===== src/rtl/max_scan_engine_if.sv =====
// rtl/max_scan_engine_if.sv - memory-port and control bundle of the max scan engine
interface max_scan_engine_if;
    logic        start;
    logic [31:0] memOut;
    logic [31:0] adr;
    logic [31:0] inputData;
    logic        MemRead;
    logic        MemWrite;
    logic        busy;
    logic        done;
    logic [31:0] maxValue;
    logic [31:0] maxIndex;

    modport master (
        input  start, memOut,
        output adr, inputData, MemRead, MemWrite, busy, done, maxValue, maxIndex
    );

    modport slave (
        output start, memOut,
        input  adr, inputData, MemRead, MemWrite, busy, done, maxValue, maxIndex
    );
endinterface


===== src/rtl/max_scan_engine.sv =====
// rtl/max_scan_engine.sv - scans COUNT words for the maximum and writes value/index back to memory
// Optional MAX_SCAN_SIGNED_EN switches the comparison to two's-complement signed.
module max_scan_engine #(
    parameter logic [31:0] BASE_ADR = 32'd1000,
    parameter int unsigned COUNT    = 20,
    parameter logic [31:0] VAL_ADR  = 32'd2000,
    parameter logic [31:0] IDX_ADR  = 32'd2004
) (
    input  logic             clk,
    input  logic             rst,
    max_scan_engine_if.master bus
);
    typedef enum logic [2:0] {
        IDLE,
        SCAN,
        WRITE_VAL,
        WRITE_IDX,
        DONE
    } stateT;

    localparam logic [15:0] LAST_PTR = 16'(COUNT - 1);

    stateT       state;
    stateT       nextState;
    logic [15:0] ptr;
    logic [31:0] curMax;
    logic [15:0] curIdx;
    logic [31:0] maxValueQ;
    logic [31:0] maxIndexQ;
    logic        isGreater;

`ifdef MAX_SCAN_SIGNED_EN
    assign isGreater = $signed(bus.memOut) > $signed(curMax);
`else
    assign isGreater = bus.memOut > curMax;
`endif

    always_ff @(posedge clk) begin
        if (rst) begin
            state     <= IDLE;
            ptr       <= '0;
            curMax    <= '0;
            curIdx    <= '0;
            maxValueQ <= '0;
            maxIndexQ <= '0;
        end else begin
            state <= nextState;
            case (state)
                IDLE: begin
                    if (bus.start) begin
                        ptr <= '0;
                    end
                end
                SCAN: begin
                    // Element 0 seeds the running maximum; strict compare keeps the first tie.
                    if (ptr == 16'd0 || isGreater) begin
                        curMax <= bus.memOut;
                        curIdx <= ptr;
                    end
                    ptr <= ptr + 16'd1;
                end
                DONE: begin
                    maxValueQ <= curMax;
                    maxIndexQ <= {16'd0, curIdx};
                end
                default: ;
            endcase
        end
    end

    always_comb begin
        nextState     = state;
        bus.adr       = '0;
        bus.inputData = '0;
        bus.MemRead   = 1'b0;
        bus.MemWrite  = 1'b0;
        case (state)
            IDLE: begin
                if (bus.start) begin
                    nextState = SCAN;
                end
            end
            SCAN: begin
                bus.MemRead = 1'b1;
                bus.adr     = BASE_ADR + {14'd0, ptr, 2'b00};
                if (ptr == LAST_PTR) begin
                    nextState = WRITE_VAL;
                end
            end
            WRITE_VAL: begin
                bus.MemWrite  = 1'b1;
                bus.adr       = VAL_ADR;
                bus.inputData = curMax;
                nextState     = WRITE_IDX;
            end
            WRITE_IDX: begin
                bus.MemWrite  = 1'b1;
                bus.adr       = IDX_ADR;
                bus.inputData = {16'd0, curIdx};
                nextState     = DONE;
            end
            DONE: begin
                nextState = IDLE;
            end
            default: begin
                nextState = IDLE;
            end
        endcase
    end

    assign bus.busy     = (state == SCAN) || (state == WRITE_VAL) || (state == WRITE_IDX);
    assign bus.done     = (state == DONE);
    assign bus.maxValue = maxValueQ;
    assign bus.maxIndex = maxIndexQ;
endmodule


===== src/flat_wrapper.sv =====
// flat-port wrapper written by rule: the top's interface ports become plain ports
module max_scan_engine_flat 
#(
    parameter logic [31:0] BASE_ADR = 32'd1000,
    parameter int unsigned COUNT    = 20,
    parameter logic [31:0] VAL_ADR  = 32'd2000,
    parameter logic [31:0] IDX_ADR  = 32'd2004
)
  (clk, rst, bus_start, bus_memOut, bus_adr, bus_inputData, bus_MemRead, bus_MemWrite, bus_busy, bus_done, bus_maxValue, bus_maxIndex);
  max_scan_engine_if bus_i ();
  input  logic clk;
  input  logic rst;
  input wire logic [$bits(bus_i.start)-1:0] bus_start;
  input wire logic [$bits(bus_i.memOut)-1:0] bus_memOut;
  output wire logic [$bits(bus_i.adr)-1:0] bus_adr;
  output wire logic [$bits(bus_i.inputData)-1:0] bus_inputData;
  output wire logic [$bits(bus_i.MemRead)-1:0] bus_MemRead;
  output wire logic [$bits(bus_i.MemWrite)-1:0] bus_MemWrite;
  output wire logic [$bits(bus_i.busy)-1:0] bus_busy;
  output wire logic [$bits(bus_i.done)-1:0] bus_done;
  output wire logic [$bits(bus_i.maxValue)-1:0] bus_maxValue;
  output wire logic [$bits(bus_i.maxIndex)-1:0] bus_maxIndex;
  assign bus_i.start = bus_start;
  assign bus_i.memOut = bus_memOut;
  assign bus_adr = bus_i.adr;
  assign bus_inputData = bus_i.inputData;
  assign bus_MemRead = bus_i.MemRead;
  assign bus_MemWrite = bus_i.MemWrite;
  assign bus_busy = bus_i.busy;
  assign bus_done = bus_i.done;
  assign bus_maxValue = bus_i.maxValue;
  assign bus_maxIndex = bus_i.maxIndex;
  max_scan_engine #(.BASE_ADR(BASE_ADR), .COUNT(COUNT), .VAL_ADR(VAL_ADR), .IDX_ADR(IDX_ADR)) u_core (.clk(clk), .rst(rst), .bus(bus_i));
endmodule

===== config.mk =====
export PLATFORM = sky130hd
export DESIGN_NAME = max_scan_engine_flat
export DESIGN_NICKNAME = d
export VERILOG_FILES = /design/src/rtl/max_scan_engine_if.sv /design/src/rtl/max_scan_engine.sv /design/src/flat_wrapper.sv
export SDC_FILE = /design/constraint.sdc
export NUM_CORES = 1
export LEC_CHECK = 0
export ABC_AREA = 0
export CAP_MARGIN = 5
export CELL_PAD_IN_SITES_DETAIL_PLACEMENT = 1
export CELL_PAD_IN_SITES_GLOBAL_PLACEMENT = 1
export CORE_MARGIN = 1.5
export CORE_UTILIZATION = 32
export DETAILED_ROUTE_END_ITERATION = 8
export GPL_ROUTABILITY_DRIVEN = 0
export GPL_TIMING_DRIVEN = 0
export PLACE_DENSITY = 0.84
export SLEW_MARGIN = 20
export SYNTH_ARGS = -nofsm -noshare
export SYNTH_HDL_FRONTEND = slang
export SYNTH_SLANG_ARGS = --single-unit

===== constraint.sdc =====
create_clock -name clk -period 2.3 [get_ports clk]
set_input_delay 0.46 -clock clk [delete_from_list [all_inputs] [get_ports clk]]
set_output_delay 0.46 -clock clk [all_outputs]
set_load 0.02 [all_outputs]

==> run metrics, run 1 <==
share of the yosys chip area belonging to registers 35.9%; clk_skew 0.00871 ns; Ports 167; H-tree Lvls 4; DP Cell Count 1218; CTS Buffer Depth 2; CORE AREA 19600 um^2; Post-Syn Instances 789; Final period util 118%; run status finished with violations; largest net degree at the start of global routing 17; initial antenna violation count 0; Num CTS Buffers 17; unrepaired setup endpoints after global routing true; Worst-path clk slew 0.06 ns; Layout area overhead 41.7%; Syn Area/Cell 8.13 um^2; vias per cell 4.88; most frequent cells in the layout nand2_1, dfxtp_1, nand2b_1, clkdlybuf4s50_1, a21oi_1; Slew Viols, Final 0; CP Capture Type primary output; Crit Reg-Reg Startpoint u_core.ptr[1]; Setup Crit Path Kind reg2out; post-synthesis cell type count 49; Synth Warn # 0; CP Data Required Time 1.84 ns; Arrival @ worst endpoint 2.25 ns; first-pass GRT wire length 34700 um; DR WL/cell 17.4 um; DIE WIDTH 145 um; total power draw 5.67 mW; Leakage Power 3.53 nW; Netlist Area Pre-Place 6420 um^2; ANT cells 0; Worst Hold Class reg2reg; fin cells 1268; Final Hold Viols 0; sw power 1.42 mW; worst reg2reg path depth 12; port bufs 134; flop2flop setup slack -0.35 ns; Final WS setup -0.408 ns; critical path fanouts, max 4; max_cap viols 0; total grt overflow 0; internal power 4.25 mW; Initial Util 32.8%; drt total wl 22100 um; Worst Hold Slack 0.451 ns; GRT Util Overall 22.1%; DRT iter0 DRCs 270; row count 51; hold path start u_core.bus.maxValue[17]; fill count 2378; WHS Endpoint u_core.bus.maxValue[17]; maximum vdd drop 0.457 mV; share of post-route cells with drive strength above 1 18.8%; reg2reg end u_core.curIdx[3]; DP Wirelength 15800 um; root buffer cell clkbuf_16; Setup crit start kind flop; Gate power share 12.4%; CTS Sinks 115; commonest non-fill, non-tap cell in the layout nand2_1; clk_lat worst skew 0.43 ns; clock network power share 50.6%; Post-DRT Antenna Nets 0; Top FF cell, synth dfxtp_1; worst hold path depth 2; final net count 1060; FF+latch count, synth 115; number of synthesized flops with an enable pin 0; Achievable Freq 0.369 GHz; Net Sw Frac 25.1%; CTS tree yes; Power Dens Cells 623 nW/um^2; min Tclk post-route 2.71 ns; vias in the first global route 6490; via count 6183; Die Span Y 145 um; failing checks setup timing; DR DRC count 0; # setup viols final 60; Slew @ Worst Pin 0.729 ns; Pre-Repair DR Iteration Count 5; Post-synth ARST share 0%; Fin Setup TNS -13.39 ns; die area 20900 um^2; Reg power frac 37.0%; Rel. slew slack 51.4%
## through the flow
step / instance area [um^2] / utilization (%) / setup WS (ns)
2_1_floorplan: 6530 / - / 0.00256
3_3_place_gp: 8200 / 41.9 / -0.671
3_5_place_dp: 8200 / 41.9 / -0.711
4_1_cts: 9080 / 46.3 / -0.403
5_1_grt: 9090 / 46.4 / -0.479
6_report: 9090 / 46.4 / -0.408
## state kept, by name (all words and copies together), names as in the netlist
register	count
u_core.bus.maxIndex	16
u_core.curMax	32
u_core.state	3
u_core.bus.maxValue	32
u_core.curIdx	16
u_core.ptr	16
## critical path: stages, from the launching register on
cell and delay [ns]:
dfxtp_2 0.33, buf_8 0.13, or4_4 0.51, nand2b_4 0.17
and3_4 0.20, nand4_1 0.10, xor2_1 0.20, nor2_2 0.05
buf_6 0.13
## timing repair
item	CTS	global route
hold buffers	0	0
endpoints found under the setup margin	101	95
setup buffers	18	4
gates resized for setup	223	46
pin swaps	9	2
## how the worst max path moves through the flow
stage,from,endpoint,slack (ns),cells after the start
finish,u_core.ptr[4],bus_adr[17],-0.41,8
global route,u_core.ptr[3],bus_adr[17],-0.48,8
CTS,u_core.ptr[3],bus_adr[17],-0.40,8
detailed placement,u_core.state[2],bus_inputData[13],-0.71,6
global placement,bus_memOut[29],u_core.curMax[28],-0.67,9
floorplan,u_core.ptr[3],bus_adr[16],0.003,7
## cell families (layout without fill, tap and decap cells)
family                     count (synthesis)  in the layout  share of synthesized area, %
AOI/OAI and AO/OA                        117            117                          11.1
xor gates and xnor gates                  12             12                          1.64
adders and majority gates                 35             35                          6.83
buffers and inverters                    124            308                          9.83
DFF                                      115            115                          35.9
muxes                                     54             54                          8.54
other                                      1             31                        0.0584
and+or+nand+nor                          331            331                          26.2
## cell type report
type | instances | area [um^2] | area share [%]
multi-input cells | 580 | 3760 | 41.3
flip-flops and latches | 115 | 2320 | 25.5
repair buffers | 156 | 1380 | 15.1
plain buffers | 81 | 531 | 5.84
clock buffers | 23 | 478 | 5.26
well taps | 265 | 332 | 3.65
clock inverters | 9 | 151 | 1.67
inverters | 39 | 149 | 1.64
## power by group through the flow
stage	clock network, mW	logic (mW)	registers, mW
global route	2.97	0.768	2.10
finish	2.87	0.702	2.10
CTS	2.88	0.690	2.09
global placement	0	0.655	2.13
detailed placement	0	0.670	2.14
floorplan	0	0.466	2.11
## per-layer routing
layer  wire length [um]  vias to the layer above  global-route usage [%]
li1                   -                     2994                       -
met1               9300                     2979                    25.8
met2              11100                      166                    39.4
met3               1130                       44                    4.57
met4                561                        0                    8.51
met5                  0                        -                       0
## synthesized netlist by cell type, types with 6 or more instances
library cell	number	area (um^2)
nand2_1	120	450
dfxtp_1	115	2300
nand2b_1	101	632
a21oi_1	68	340
mux2i_1	48	480
clkbuf_1	44	165
inv_1	38	143
ha_1	35	438
nor2_1	34	128
buf_4	33	248
nor3_1	23	115
a22o_1	16	140
nand4_1	15	93.8
nand3_1	12	60.1
o21ai_0	10	50.1
and3_1	6	37.5
mux2_2	6	67.6
xnor2_1	6	52.6
xor2_1	6	52.6
No activity file was read; power rests on OpenSTA's default activity.
==> run 2, diff against run 1 <==
--- a/config.mk
+++ b/config.mk
@@ -9,11 +9,9 @@
 export CAP_MARGIN = 5
 export CELL_PAD_IN_SITES_DETAIL_PLACEMENT = 1
 export CELL_PAD_IN_SITES_GLOBAL_PLACEMENT = 1
-export CORE_MARGIN = 1.5
 export CORE_UTILIZATION = 32
 export DETAILED_ROUTE_END_ITERATION = 8
 export GPL_ROUTABILITY_DRIVEN = 0
-export GPL_TIMING_DRIVEN = 0
 export PLACE_DENSITY = 0.84
 export SLEW_MARGIN = 20
 export SYNTH_ARGS = -nofsm -noshare
==> run metrics, run 2 (synthesis gave the netlist of run 1 again) <==
area of the multi-input gates 4100 um^2; DR WL met3 1220 um; via count 6390; Final period util 116%; CP Capture Type primary output; fin util 49.2%; CP Buf/Inv Count 1; Post-DRT Antenna Nets 0; port bufs 135; max_cap viols 0; Initial Util 32.8%; top layer reached by signal wires met4; final net count 1047; fill count 2286; clk_lat worst skew 0.43 ns; most frequent cells in the layout nand2_1, nand2b_1, dfxtp_1, buf_4, a21oi_1; failing checks setup timing; Arrival @ worst endpoint 2.20 ns; DIE WIDTH 144 um; Ports 167; Achievable Freq 0.376 GHz; DR WL/cell 19.5 um; drt total wl 24500 um; Worst Hold Class in2reg; Pre-Repair DR Iteration Count 4; largest net degree at the start of global routing 85; H-tree Lvls 4; clk_skew 0.0133 ns; vias per cell 5.09; Worst-path clk slew 0.06 ns; Rel. slew slack 60.3%; Fin Setup TNS -10.81 ns; critical path fanouts, max 4; min Tclk post-route 2.66 ns; CTS Buffer Depth 2; Setup crit start kind flop; WL met2 12600 um; Final WS setup -0.358 ns; row count 51; CP Data Required Time 1.84 ns; total grt overflow 0; CTS tree yes; DR DRC count 0; Power Dens Cells 613 nW/um^2; Layout area overhead 50.4%; unrepaired setup endpoints after global routing true; # hold bufs at CTS 0; first-pass GRT wire length 35500 um; Slew @ Worst Pin 0.595 ns; # setup viols final 58; ANT cells 0; Setup Crit Path Kind reg2out; Die Span Y 144 um; maximum vdd drop 0.408 mV; Final Hold Viols 0; die area 20600 um^2; CORE AREA 19600 um^2; CP delay by family, top simple AND/OR/NAND/NOR gates; Leakage Power 3.76 nW; met1 wire length 9760 um; GRT Util Overall 22.9%; commonest non-fill, non-tap cell in the layout nand2_1; DRT iter0 DRCs 292; total power draw 5.91 mW; vias in the first global route 6503; Num CTS Buffers 17; Crit-path slowest cell or4_4; Critical Path Max Stage Delay 0.42 ns; initial antenna violation count 0; Reg area 2340 um^2; DP Wirelength 14400 um; CTS Sinks 115; root buffer cell clkbuf_16; critical path cell sequence ha_4 -> or4_4 -> nand2b_4 -> and3_4 -> nand2_1 -> xor2_1 -> nor2_1 -> buf_2; Worst Hold Slack 0.401 ns; Slew Viols, Final 0; run status finished with violations; share of post-route cells with drive strength above 1 24.0%; Placement Setup Slack -0.829 ns
## run 2: cell count changes in the layout (fill, tap and decap cells not counted), sizes merged
cell / previous run / this run
buf: 87 / 99
clkdlybuf4s50: 81 / 55
clkbuf: 74 / 33
dlygate4sd1: 0 / 1
dlymetal6s2s: 0 / 3
clkdlybuf4s15: 10 / 16
dlygate4sd2: 8 / 40
## run 2: layout make-up
| type | count | area share (%) |
|---|---|---|
| clock buffer | 23 | 4.95 |
| clock inverter | 9 | 1.57 |
| inverter | 39 | 1.52 |
| multi-input combinational | 580 | 42.5 |
| sequential | 115 | 24.2 |
| tap | 265 | 3.44 |
| timing repair buffer | 224 | 21.8 |
## run 2: power breakdown
group	internal, mW	switching (mW)
Combinational	0.434	0.520
Sequential	2.04	0.0421
Clock	1.89	0.978
## run 2: routing by layer
metal	up-vias	track usage [%]
li1	2971	-
met3	64	4.47
met1	3149	26.2
met5	-	0
met4	0	10.6
met2	206	40.7
## run 2: per-stage QoR
stage	cells	instance area (um^2)
floorplan	819	6530
global placement	1202	8300
detailed placement	1202	8300
CTS	1248	9390
global route	1255	9650
finish	1255	9650
## run 2: tightest hold or removal path, cell delays in order
cell,delay (ns)
dlymetal6s2s_1,0.17
nand2b_1,0.09
mux2i_1,0.06
## run 2: timing repair
action | 4_1_cts | 5_1_grt
buffers inserted | 11 | 5
cloned | 3 | 4
setup endpoints to repair | 100 | 84
pin swaps | 40 | 21
hold endpoints to repair | 0 | 0
resized for setup | 205 | 88
## run 2: path summary, 6_finish.rpt
kind / startpoint / endpoint / slack [ns] / cells after the start
min: bus_memOut[21] / u_core.curMax[21] / 0.40 / 3
max reg2reg: u_core.curMax[19] / u_core.curMax[12] / -0.25 / 11
min reg2reg: u_core.bus.maxValue[25] / u_core.bus.maxValue[25] / 0.45 / 2
max: u_core.ptr[2] / bus_adr[13] / -0.36 / 8
